[config.mk]
export PLATFORM = sky130hd
export DESIGN_NAME = am_divider
export DESIGN_NICKNAME = d
export VERILOG_FILES = /design/src/rtl/am_pkg.sv /design/src/rtl/am_div_step.sv /design/src/rtl/am_divider.sv
export SDC_FILE = /design/constraint.sdc
export NUM_CORES = 1
export LEC_CHECK = 0
export CORE_MARGIN = 4
export CORE_UTILIZATION = 40
export DETAILED_ROUTE_END_ITERATION = 16
export GPL_TIMING_DRIVEN = 0
export PLACE_DENSITY = 0.69
export REMOVE_ABC_BUFFERS = 1
export SETUP_SLACK_MARGIN = 0.15
export SYNTH_ARGS = -nofsm -noshare
export SYNTH_HDL_FRONTEND = slang
export SYNTH_SLANG_ARGS = --single-unit
[constraint.sdc]
create_clock -name clk -period 6.6 [get_ports clk]
set_input_delay 1.98 -clock clk [delete_from_list [all_inputs] [get_ports clk]]
set_output_delay 1.98 -clock clk [all_outputs]
set_load 0.02 [all_outputs]
[src/rtl/am_pkg.sv]
// am_pkg: shared widths, FSM state encoding and constants for the
// 16-by-8 sequential restoring divider (am_divider).
package am_pkg;

    localparam int DW = 16;
    localparam int VW = 8;

    typedef enum logic [1:0] {
        IDLE = 2'd0,
        CALC = 2'd1,
        DONE = 2'd2
    } state_e;

    localparam logic [DW-1:0] DIV0_QUOT = 16'hFFFF;

endpackage

[src/rtl/am_div_step.sv]
// am_div_step: one combinational restoring-division iteration.
// Ports: r_i partial remainder, q_msb_i next dividend bit, d_i divisor;
//        r_o next partial remainder, qbit_o produced quotient bit.
module am_div_step #(
    parameter int VW = 8
) (
    input  logic [VW:0]   r_i,
    input  logic          q_msb_i,
    input  logic [VW-1:0] d_i,
    output logic [VW:0]   r_o,
    output logic          qbit_o
);

    // r_i never exceeds d_i-1, so its top bit is 0 and {r_i, msb}
    // equals {r_i[VW-1:0], msb}; the wide form keeps every bit live.
    logic [VW+1:0] t;
    logic [VW+1:0] d_ext;

    always_comb begin
        t     = {r_i, q_msb_i};
        d_ext = {2'b00, d_i};
        if (t >= d_ext) begin
            r_o    = (VW+1)'(t - d_ext);
            qbit_o = 1'b1;
        end else begin
            r_o    = t[VW:0];
            qbit_o = 1'b0;
        end
    end

endmodule

[src/rtl/am_divider.sv]
// am_divider: sequential unsigned DW/VW restoring divider, one quotient
// bit per clock behind a start/busy/done handshake.
// Ports: clk, rst_n; start, dividend, divisor (sampled when not busy);
//        busy, done (1-cycle pulse), quotient, remainder, div_by_zero.
module am_divider
    import am_pkg::*;
#(
    parameter int DW = am_pkg::DW,
    parameter int VW = am_pkg::VW
) (
    input  logic          clk,
    input  logic          rst_n,
    input  logic          start,
    input  logic [DW-1:0] dividend,
    input  logic [VW-1:0] divisor,
    output logic          busy,
    output logic          done,
    output logic [DW-1:0] quotient,
    output logic [VW-1:0] remainder,
    output logic          div_by_zero
);

    localparam logic [3:0] LAST_CNT = 4'(DW - 1);

    state_e state_q, state_d;

    logic [VW:0]   r_q, r_d;
    logic [DW-1:0] q_q, q_d;
    logic [VW-1:0] d_q, d_d;
    logic [3:0]    cnt_q, cnt_d;

    logic [DW-1:0] quotient_q, quotient_d;
    logic [VW-1:0] remainder_q, remainder_d;
    logic          dbz_q, dbz_d;

    logic [VW:0]   r_next;
    logic          qbit;
    logic [DW-1:0] q_next;

    logic accept;
    logic last;

    am_div_step #(.VW(VW)) u_step (
        .r_i     (r_q),
        .q_msb_i (q_q[DW-1]),
        .d_i     (d_q),
        .r_o     (r_next),
        .qbit_o  (qbit)
    );

    assign q_next = {q_q[DW-2:0], qbit};
    assign accept = start && (state_q != CALC);
    assign last   = (cnt_q == LAST_CNT);

    // State register
    always_ff @(posedge clk or negedge rst_n) begin
        if (!rst_n) begin
            state_q <= IDLE;
        end else begin
            state_q <= state_d;
        end
    end

    // Next-state logic; DONE accepts a start just like IDLE
    always_comb begin
        state_d = state_q;
        unique case (state_q)
            IDLE, DONE: begin
                if (start) begin
                    state_d = (divisor == '0) ? DONE : CALC;
                end else begin
                    state_d = IDLE;
                end
            end
            CALC: begin
                if (last) begin
                    state_d = DONE;
                end
            end
            default: state_d = IDLE;
        endcase
    end

    // FSM outputs
    always_comb begin
        busy = 1'b0;
        done = 1'b0;
        unique case (state_q)
            CALC:    busy = 1'b1;
            DONE:    done = 1'b1;
            default: ;
        endcase
    end

    // Datapath next values
    always_comb begin
        r_d         = r_q;
        q_d         = q_q;
        d_d         = d_q;
        cnt_d       = cnt_q;
        quotient_d  = quotient_q;
        remainder_d = remainder_q;
        dbz_d       = dbz_q;

        if (accept) begin
            r_d   = '0;
            q_d   = dividend;
            d_d   = divisor;
            cnt_d = '0;
            dbz_d = 1'b0;
            // Divide by zero finishes without any CALC cycles
            if (divisor == '0) begin
                quotient_d  = DW'(DIV0_QUOT);
                remainder_d = dividend[VW-1:0];
                dbz_d       = 1'b1;
            end
        end else if (state_q == CALC) begin
            r_d   = r_next;
            q_d   = q_next;
            cnt_d = cnt_q + 4'd1;
            if (last) begin
                quotient_d  = q_next;
                remainder_d = r_next[VW-1:0];
            end
        end
    end

    always_ff @(posedge clk or negedge rst_n) begin
        if (!rst_n) begin
            r_q         <= '0;
            q_q         <= '0;
            d_q         <= '0;
            cnt_q       <= '0;
            quotient_q  <= '0;
            remainder_q <= '0;
            dbz_q       <= 1'b0;
        end else begin
            r_q         <= r_d;
            q_q         <= q_d;
            d_q         <= d_d;
            cnt_q       <= cnt_d;
            quotient_q  <= quotient_d;
            remainder_q <= remainder_d;
            dbz_q       <= dbz_d;
        end
    end

    assign quotient    = quotient_q;
    assign remainder   = remainder_q;
    assign div_by_zero = dbz_q;

endmodule

==> flow_summary.toml <==
[outcome]
status = "finished, final reports clean"

[floorplan]
ios = 54
num_rows = 32
die_y_um = 96.8
die-area_um2 = 9370
die_w_um = 96.8
initial_core_util_pct = 41.0
core_area_um2 = 7690

[sta]
hold_violations = 0
setup_tns_ps = 0
whs_ps = 486
skew_ps = 6.31
slew_headroom_pct = 18.5
setup_ws_ps = 1450
drv_slew = 0
rsz0062_at_grt = "false"
max_freq_ghz = 0.194
period_minus_slack_ps = 5150
tightest_slew_ps = 1220
period_share_pct = 78.0
finalSetupViolCount = 0

[clock_tree]
cts_tree = "built"
clk_pin_slew_ps = 70
cts_setup_buffers = 0
root_buffer = "clkbuf_8"
cts_resized = 0
cts_buffer_depth = 2
clock_sinks = 64
clock_latency_ps = 340
htreeDepth = 3
hold_buffers = 0
cts_buffers = 9

[routing]
viasPerCell = 5.24
drc_errors = 0
vias = 2471
first_pass_iters = 4
routedWlPerCell_um = 14.8
drt-total-wl_um = 6980
final_antenna_net_count = 0
first_iter_violations = 120

[setup_path]
r2r-start = "state_q[1]"
rrSetupSlack_ps = 3180
cp_cell_sequence = "nand2b_1, clkinv_1, clkdlybuf4s50_1"
critPathArrivalTime_ps = 3170
required_ps = 4620
crit_family = "buffers and inverters"
cp-start-kind = "flop"
path_max_fanout = 37
crit_slowest_cell = "clkinv_1"
criticalPathCategory = "flop to output pin"
cp-startpoint = "state_q[1]"
cp-end-kind = "output pin"
crit_path_max_incr_delay_ps = 1010
cp_num_buf_inv = 2

[power_and_ir_drop]
p_leak_nw = 1.68
peakVddDrop_v = 0.000261
power.density_nw_per_um2 = 535

[synth]
synth-seq-cells = 64
syn_inst = 317
postSynth.asyncResetShare_pct = 100
mappedNetlistArea_um2 = 3150
synth_edf_count = 0
ys.flop_type = "dfrtp_1"
syn_avg_cell_area_um2 = 9.95
synth.yosys.warnings = 0
ys_seq_area_share_pct = 50.8
yosysUniqueCellTypes = 39

[global_routing]
grt_pass1_wl_um = 12000
grt_usage_pct = 15.6
antenna_found_initial = 0
grt_pass1_vias = 2419
grt_remaining_overflow = 0
grt_max_degree = 65

[final_layout]
utilization_pct = 51.0
drive_gt1_share_pct = 8.65
diodes = 0
design_area_um2 = 3920
syn_to_final_growth_pct = 24.3
fin_nets = 402

[flow_run]
cap_violations = 0

[placement]
numPortBuffers = 53
post_dp_cell_area_um2 = 3740
dp_slack_ps = 472
place_congestion = 0.811
hpwl_um = 4660

[min_path]
hold_class = "flop to flop"
hp-start = "div_by_zero"
==> Yosys cell counts, types with 4 or more instances <==
cell type  instances  share of area [%]
o21ai_0           47                7.5
a22oi_1            8                1.9
nand2b_1           4               0.79
mux2_2             8                2.9
a21oi_1            9                1.4
mux2i_1           19                6.0
nand3_1            6               0.95
nand2_1           56                6.7
ha_1               9                3.6
clkbuf_1          12                1.4
nor2_1             8               0.95
o21ai_1            8                1.3
dfrtp_1           64                 51
nand3b_1          11                2.6
inv_1             10                1.2
==> path summary, 6_finish.rpt <==
kind                                end  cells past startpoint
setup / recovery                   busy                      3
hold / removal              div_by_zero                      1
setup reg to reg           remainder[6]                      6
hold reg to reg             div_by_zero                      1
max in group asynchronous  remainder[4]                      1
min in group asynchronous    state_q[0]                      1
==> kinds of logic (layout without fill, tap and decap cells) <==
kind of cell    Yosys count  count (layout)  synth area share [%]
compound gates           88              88                  16.5
fa+ha+maj                10              10                  4.21
simple gates             96              96                  14.7
xor+xnor                  5               5                  1.39
buf+inv                  27              80                  3.57
flops                    64              64                  50.8
mux                      27              27                  8.89
==> worst reg2reg max path: cells and delay by family (launching register included) <==
family          cells  cell delay, ps
simple gates        4            2580
compound gates      2             370
flops               1             340
==> cells in the final DEF, fill, tap and decap left out, drive strengths merged <==
cell type	count
a22oi	8
nand2	56
fa	1
nand3b	11
a31oi	3
o21a	3
o31a	2
bufinv	1
nor3	1
dfrtp	64
mux2	8
nor4b	1
nor2b	2
clkbuf	10
o2111ai	1
inv	10
clkinvlp	2
nand4	2
a21o	2
mux2i	19
buf	2
xnor2	3
nand2b	4
nor2	9
xor2	2
o21ai	57
nand3	6
a211o	1
ha	9
clkinv	4
clkdlybuf4s50	51
or2	1
a21oi	10
nor4	3
a21boi	1
==> metal layers <==
metal  vias to the layer above  part of all wire [%]  GRT usage, %
met5                         -                     0             0
met4                         0                   1.3          4.97
met1                      1192                    46          21.6
li1                       1214                     -             -
met3                         9                   5.4          4.97
met2                        56                    47          23.4
==> metrics by stage <==
stage	cells	power, mW
finish	472	2.10
global route	472	2.28
CTS	472	2.12
detailed placement	456	1.78
global placement	456	1.76
floorplan	301	1.44
==> report_power, final <==
| part | leakage (nW) | total (mW) | switching [mW] | internal (mW) |
|---|---|---|---|---|
| logic | 0.843 | 1.06 | 0.585 | 0.476 |
| registers | 0.744 | 0.713 | 0.128 | 0.585 |
| clock network | 0.0920 | 0.324 | 0.152 | 0.172 |
==> registers in the layout, summed over array words and instances, names as in the netlist <==
name         count
d_q              8
state_q          2
cnt_q            4
r_q              9
div_by_zero      1
remainder        8
quotient        16
q_q             16
==> layout make-up <==
cell class | instances | area (µm²)
clock buffers | 10 | 128
inverters | 11 | 41.3
well taps | 102 | 128
fillers | 736 | 3770
multi-input cells | 226 | 1440
flip-flops and latches | 64 | 1600
clock inverters | 6 | 60.1
repair buffers | 53 | 523
No activity file was read; power rests on OpenSTA's default activity.
